--- config.mk ---
export PLATFORM = sky130hd
export DESIGN_NAME = hls_dot_kernel_flat
export DESIGN_NICKNAME = d
export VERILOG_FILES = /design/src/rtl/hls_kernel_pkg.sv /design/src/rtl/hls_dot_kernel_if.sv /design/src/rtl/hls_pipe_mul.sv /design/src/rtl/hls_dot_kernel.sv /design/src/flat_wrapper.sv
export SDC_FILE = /design/constraint.sdc
export NUM_CORES = 2
export LEC_CHECK = 0
export CORE_UTILIZATION = 55
export DETAILED_ROUTE_END_ITERATION = 12
export PLACE_DENSITY = 0.74
export SETUP_SLACK_MARGIN = 0.15
export SLEW_MARGIN = 5
export SYNTH_ARGS = -nofsm -noshare
export SYNTH_HDL_FRONTEND = slang
export SYNTH_SLANG_ARGS = --single-unit
--- constraint.sdc ---
create_clock -name clk -period 8 [get_ports clk]
set_clock_uncertainty 0.2 [all_clocks]
set_input_delay 0.8 -clock clk [delete_from_list [all_inputs] [get_ports clk]]
set_output_delay 0.8 -clock clk [all_outputs]
set_load 0.02 [all_outputs]
--- src/rtl/hls_kernel_pkg.sv ---
// Shared definitions for the HLS-style dot-product kernel: FSM state encoding
// and the default geometry used by the kernel, its interface and its multiplier.
package hls_kernel_pkg;
  localparam int DEF_WIDTH   = 32;
  localparam int DEF_DEPTH   = 8;
  localparam int DEF_MUL_LAT = 2;

  typedef enum logic [2:0] {
    S_IDLE,
    S_READ,
    S_MUL,
    S_ACC,
    S_DONE
  } state_t;
endpackage

--- src/rtl/hls_dot_kernel_if.sv ---
// Control, operand-write and result bundle of hls_dot_kernel.
interface hls_dot_kernel_if
  import hls_kernel_pkg::*;
#(
  parameter int WIDTH = DEF_WIDTH,
  parameter int DEPTH = DEF_DEPTH
);
  logic                     start;
  logic [$clog2(DEPTH):0]   len;
  logic                     wr_en;
  logic                     wr_sel;
  logic [$clog2(DEPTH)-1:0] wr_addr;
  logic [WIDTH-1:0]         wr_data;
  logic                     busy;
  logic                     finished;
  logic [WIDTH-1:0]         return_val;

  modport master (
    output start, len, wr_en, wr_sel, wr_addr, wr_data,
    input  busy, finished, return_val
  );

  modport slave (
    input  start, len, wr_en, wr_sel, wr_addr, wr_data,
    output busy, finished, return_val
  );
endinterface

--- src/rtl/hls_pipe_mul.sv ---
// Pipelined unsigned multiplier: WIDTH-bit truncated product appears exactly
// MUL_LAT cycles after the operands are presented.
module hls_pipe_mul
  import hls_kernel_pkg::*;
#(
  parameter int WIDTH   = DEF_WIDTH,
  parameter int MUL_LAT = DEF_MUL_LAT
) (
  input  logic             clk,
  input  logic [WIDTH-1:0] i_a,
  input  logic [WIDTH-1:0] i_b,
  output logic [WIDTH-1:0] o_p
);
  logic [MUL_LAT-1:0][WIDTH-1:0] r_p;

  always_ff @(posedge clk) begin
    r_p[0] <= i_a * i_b;
    for (int k = 1; k < MUL_LAT; k++) r_p[k] <= r_p[k-1];
  end

  assign o_p = r_p[MUL_LAT-1];
endmodule

--- src/rtl/hls_dot_kernel.sv ---
// Sequential dot product of two on-chip operand memories, one element per
// READ -> MUL(MUL_LAT) -> ACC round trip.
module hls_dot_kernel
  import hls_kernel_pkg::*;
#(
  parameter int WIDTH   = DEF_WIDTH,
  parameter int DEPTH   = DEF_DEPTH,
  parameter int MUL_LAT = DEF_MUL_LAT
) (
  input  logic             clk,
  input  logic             reset,
  hls_dot_kernel_if.slave  bus
);
  localparam int IW = $clog2(DEPTH);
  localparam int LW = IW + 1;
  localparam int CW = (MUL_LAT > 1) ? $clog2(MUL_LAT) : 1;
  localparam logic [CW-1:0] MC_LAST = CW'(MUL_LAT - 1);

  state_t           r_state, w_next;
  logic [LW-1:0]    r_n;
  logic [IW-1:0]    r_idx;
  logic [CW-1:0]    r_mcnt;
  logic [WIDTH-1:0] r_acc, r_ret, r_xa, r_ya;
  logic             r_fin;
  logic [WIDTH-1:0] r_mem_x [DEPTH];
  logic [WIDTH-1:0] r_mem_y [DEPTH];

  // A write landing on the launch edge must stay invisible to that run:
  // remember the overwritten word and substitute it on read.
  logic             r_sh_vld, r_sh_sel;
  logic [IW-1:0]    r_sh_addr;
  logic [WIDTH-1:0] r_sh_old;

  logic             w_open, w_last;
  logic [LW-1:0]    w_len_c;
  logic [WIDTH-1:0] w_rx, w_ry, w_prod;

  assign w_open  = (r_state == S_IDLE) || (r_state == S_DONE);
  assign w_len_c = (bus.len > LW'(DEPTH)) ? LW'(DEPTH) : bus.len;
  assign w_last  = ({1'b0, r_idx} == (r_n - LW'(1)));

  assign w_rx = (r_sh_vld && !r_sh_sel && r_sh_addr == r_idx) ? r_sh_old : r_mem_x[r_idx];
  assign w_ry = (r_sh_vld &&  r_sh_sel && r_sh_addr == r_idx) ? r_sh_old : r_mem_y[r_idx];

  always_ff @(posedge clk) begin
    if (reset) r_state <= S_IDLE;
    else       r_state <= w_next;
  end

  always_comb begin
    w_next = r_state;
    case (r_state)
      S_IDLE, S_DONE: if (bus.start) w_next = (w_len_c != '0) ? S_READ : S_DONE;
      S_READ:         w_next = S_MUL;
      S_MUL:          if (r_mcnt == MC_LAST) w_next = S_ACC;
      S_ACC:          w_next = w_last ? S_DONE : S_READ;
      default:        w_next = S_IDLE;
    endcase
  end

  always_ff @(posedge clk) begin
    if (reset) begin
      r_n      <= '0;
      r_idx    <= '0;
      r_mcnt   <= '0;
      r_acc    <= '0;
      r_ret    <= '0;
      r_fin    <= 1'b0;
      r_sh_vld <= 1'b0;
    end else begin
      case (r_state)
        S_IDLE, S_DONE: if (bus.start) begin
          r_n       <= w_len_c;
          r_idx     <= '0;
          r_acc     <= '0;
          r_fin     <= (w_len_c == '0);
          if (w_len_c == '0) r_ret <= '0;
          r_sh_vld  <= bus.wr_en;
          r_sh_sel  <= bus.wr_sel;
          r_sh_addr <= bus.wr_addr;
          r_sh_old  <= bus.wr_sel ? r_mem_y[bus.wr_addr] : r_mem_x[bus.wr_addr];
        end
        S_READ: begin
          r_xa   <= w_rx;
          r_ya   <= w_ry;
          r_mcnt <= '0;
        end
        S_MUL: r_mcnt <= r_mcnt + CW'(1);
        S_ACC: begin
          r_acc <= r_acc + w_prod;
          if (w_last) begin
            r_ret <= r_acc + w_prod;
            r_fin <= 1'b1;
          end else begin
            r_idx <= r_idx + IW'(1);
          end
        end
        default: ;
      endcase
    end
  end

  // Operand memories are deliberately left out of reset.
  always_ff @(posedge clk) begin
    if (!reset && bus.wr_en && w_open) begin
      if (bus.wr_sel) r_mem_y[bus.wr_addr] <= bus.wr_data;
      else            r_mem_x[bus.wr_addr] <= bus.wr_data;
    end
  end

  hls_pipe_mul #(.WIDTH(WIDTH), .MUL_LAT(MUL_LAT)) u_mul (
    .clk (clk),
    .i_a (r_xa),
    .i_b (r_ya),
    .o_p (w_prod)
  );

  assign bus.busy       = (r_state == S_READ) || (r_state == S_MUL) || (r_state == S_ACC);
  assign bus.finished   = r_fin;
  assign bus.return_val = r_ret;
endmodule

--- src/flat_wrapper.sv ---
// flat-port wrapper written by rule: the top's interface ports become plain ports
module hls_dot_kernel_flat import hls_kernel_pkg::*;
#(
  parameter int WIDTH   = DEF_WIDTH,
  parameter int DEPTH   = DEF_DEPTH,
  parameter int MUL_LAT = DEF_MUL_LAT
)
  (clk, reset, bus_start, bus_len, bus_wr_en, bus_wr_sel, bus_wr_addr, bus_wr_data, bus_busy, bus_finished, bus_return_val);
  hls_dot_kernel_if #(.WIDTH(WIDTH), .DEPTH(DEPTH)) bus_i ();
  input  logic clk;
  input  logic reset;
  input wire logic [$bits(bus_i.start)-1:0] bus_start;
  input wire logic [$bits(bus_i.len)-1:0] bus_len;
  input wire logic [$bits(bus_i.wr_en)-1:0] bus_wr_en;
  input wire logic [$bits(bus_i.wr_sel)-1:0] bus_wr_sel;
  input wire logic [$bits(bus_i.wr_addr)-1:0] bus_wr_addr;
  input wire logic [$bits(bus_i.wr_data)-1:0] bus_wr_data;
  output wire logic [$bits(bus_i.busy)-1:0] bus_busy;
  output wire logic [$bits(bus_i.finished)-1:0] bus_finished;
  output wire logic [$bits(bus_i.return_val)-1:0] bus_return_val;
  assign bus_i.start = bus_start;
  assign bus_i.len = bus_len;
  assign bus_i.wr_en = bus_wr_en;
  assign bus_i.wr_sel = bus_wr_sel;
  assign bus_i.wr_addr = bus_wr_addr;
  assign bus_i.wr_data = bus_wr_data;
  assign bus_busy = bus_i.busy;
  assign bus_finished = bus_i.finished;
  assign bus_return_val = bus_i.return_val;
  hls_dot_kernel #(.WIDTH(WIDTH), .DEPTH(DEPTH), .MUL_LAT(MUL_LAT)) u_core (.clk(clk), .reset(reset), .bus(bus_i));
endmodule
==> results_dict.tcl <==
set metrics [dict create \
    setup_viol 0 \
    rows 108 \
    synth_top_area_share_pct 37.60 \
    period_share_pct 92.56 \
    tns_ns 0 \
    place_congestion 0.8840 \
    h-tree-depth 3 \
    fillers 6704 \
    nets 4618 \
    syn_nets 4622 \
    clk_pin_slew_ns 0.07 \
    start_kind "register" \
    path_class "register to register" \
    dp_hpwl_microns 86740 \
    hold_class "register to register" \
    netlist-cell-type-count 84 \
    drt_iter0_drc 3367 \
    worstHoldEndpoint "u_core.u_mul.o_p[6]" \
    maxSlewViolCount 0 \
    syn_area_sq_um 48870 \
    tightest_slew_ns 1.251 \
    period_needed_ns 7.404 \
    cts_buffer_depth 3 \
    worstPathArrival_ns 7.79 \
    first_pass_iters 6 \
    timing.fmax_ghz 0.1351 \
    final_cell_mix "edfxtp_1, fa_1, inv_1, nand2_1, and2_1" \
    fp.coreArea_sq_um 87430 \
    r2r_end "u_core.u_mul.r_p[31]" \
    cap_viol_max_count 0 \
    worstHoldPathCells 0 \
    outcome "complete, no violations" \
    grt.overflow.total 0 \
    endpoint_kind "register" \
    via_count 32457 \
    synth_area_per_cell_sq_um 12.18 \
    crit_fanout 19 \
    r2r_cells 21 \
    area_growth_pct 9.513 \
    worstHoldStart "u_core.u_mul.r_p[6]" \
    dieWidth_microns 300.1 \
    grt_max_degree 97 \
    io_pins 78 \
    drive_above_1_share_pct 10.96 \
    grt_pass1_vias 33617 \
    cts_hold_buffers 0 \
    cts-resized-gates 0 \
    rsz0062_at_grt "false" \
    grt_pass1_wl_microns 199000 \
    postCtsSetupBuffers 0 \
    routedWlPerCell_microns 24.95 \
    whs_ns 0.1250 \
    dieArea_sq_um 90060 \
    grt_antenna_before_repair 3 \
    ant_nets 0 \
    hold_violations 0 \
    mostFrequentLayoutCell "edfxtp_1" \
    clock_latency_ns 0.66 \
    slew_headroom_pct 16.63 \
    yosysWarnings 0 \
    required_ns 8.39 \
    cts_tree "built" \
    synth-seq-cells 756 \
    routed_wl_microns 130400 \
    via_per_inst 6.209 \
    cts_made_buffers 79 \
    clkSinkCount 756 \
    yosysSeqAreaShare_pct 43.50 \
    synth_area_leaders "edfxtp_1, fa_1, mux4_2, dfxtp_1, and2_1" \
    track_usage_pct 29.43 \
    start_util_pct 55.90 \
    r2r-start "u_core.r_ya[8]" \
    synthArstFlopShare_pct 0 \
    cts_root_buf "clkbuf_16" \
    post-route-util_pct 61.22 \
    port_buffers 77 \
    syn_inst 4013 \
    synth_flop_cell "edfxtp_1" \
    r2r_slack_ns 0.60 \
    yosysTopAreaCell "edfxtp_1" \
    fp.dieH_microns 300.1 \
    drc 0 \
    synth_edf_count 612 \
]
[kinds of logic after synthesis]
group                      share of synthesized area (%)
adders and majority gates                          20.75
muxes                                              10.49
buffers and inverters                              4.982
AOI/OAI and AO/OA                                  7.693
and+or+nand+nor                                    10.50
xor gates and xnor gates                           2.089
DFF                                                43.50
[area by class of cell]
class	instances	area [sq um]	share of cell area [%]
repair buffers	152	1349	2.520
inverters	395	1483	2.770
well taps	1155	1445	2.700
clock inverters	49	543.0	1.015
multi-input cells	2625	25350	47.35
diodes	1	2.502	0.004675
clock buffers	94	2085	3.895
flip-flops and latches	756	21270	39.74
[Yosys cell counts (all sizes together) (122+ instances only)]
master  count
mux4      141
dfxtp     144
mux2i     149
nand2     378
fa        409
a21oi     190
ha        156
o21ai     122
edfxtp    612
clkbuf    170
inv       395
nor2      174
and2      350
[worst max-delay path, stage by stage (launching register included)]
cell and delay, ns:
edfxtp_1 0.95, buf_4 0.28, and2_1 0.16, fa_1 0.43
fa_1 0.55, inv_1 0.06, fa_1 0.50, fa_1 0.51
inv_1 0.05, fa_1 0.44, fa_1 0.49, fa_1 0.53
inv_1 0.06, fa_1 0.50, inv_1 0.05, ha_1 0.35
a21o_1 0.20, a221o_1 0.34, a21oi_1 0.17, nor2b_1 0.07
a311oi_1 0.29, xnor2_1 0.15
[worst max path at each step]
stage | endpoint | slack [ns] | cells past startpoint | start
5_1_grt | u_core.u_mul.r_p[31] | 0.28 | 21 | u_core.r_xa[6]
3_5_place_dp | u_core.u_mul.r_p[31] | 0.65 | 22 | u_core.r_xa[1]
6_report | u_core.u_mul.r_p[31] | 0.60 | 21 | u_core.r_ya[8]
3_3_place_gp | u_core.u_mul.r_p[31] | 0.75 | 21 | u_core.r_ya[8]
4_1_cts | u_core.u_mul.r_p[31] | 0.64 | 21 | u_core.r_ya[8]
2_1_floorplan | u_core.u_mul.r_p[29] | 1.22 | 24 | u_core.r_xa[12]
[stage by stage]
step	std cells	instance area, sq um	setup slack [ns]
6_report	5227	53520	0.5956
5_1_grt	5227	53520	0.2816
4_1_cts	5226	53520	0.6356
3_5_place_dp	5083	50890	0.6482
3_3_place_gp	5083	50890	0.7533
2_1_floorplan	4013	48880	1.220
[sequential cells by signal, summed over array words and instances, names as in the netlist, named ones only]
name / cells
u_core.bus.finished: 1
u_core.bus.return_val: 32
u_core.r_mem_y: 256
u_core.r_acc: 32
u_core.r_sh_addr: 3
u_core.r_idx: 3
u_core.u_mul.r_p: 32
u_core.r_sh_sel: 1
u_core.r_mcnt: 1
u_core.u_mul.o_p: 32
u_core.r_state: 3
u_core.r_sh_old: 32
u_core.r_ya: 32
u_core.r_xa: 32
u_core.r_mem_x: 256
u_core.r_n: 4
u_core.r_sh_vld: 1
[routing by layer]
layer / vias to the layer above / GRT usage (%) / share of wire, %
met5: - / 0 / 0.013
met4: 2 / 13.46 / 4.8
met3: 419 / 4.870 / 9.6
met2: 1797 / 48.90 / 48
met1: 16298 / 38.03 / 37
li1: 13941 / - / -
Power is not shown: default switching activity piles up to over one toggle a cycle in this logic, so the estimate is an artifact.
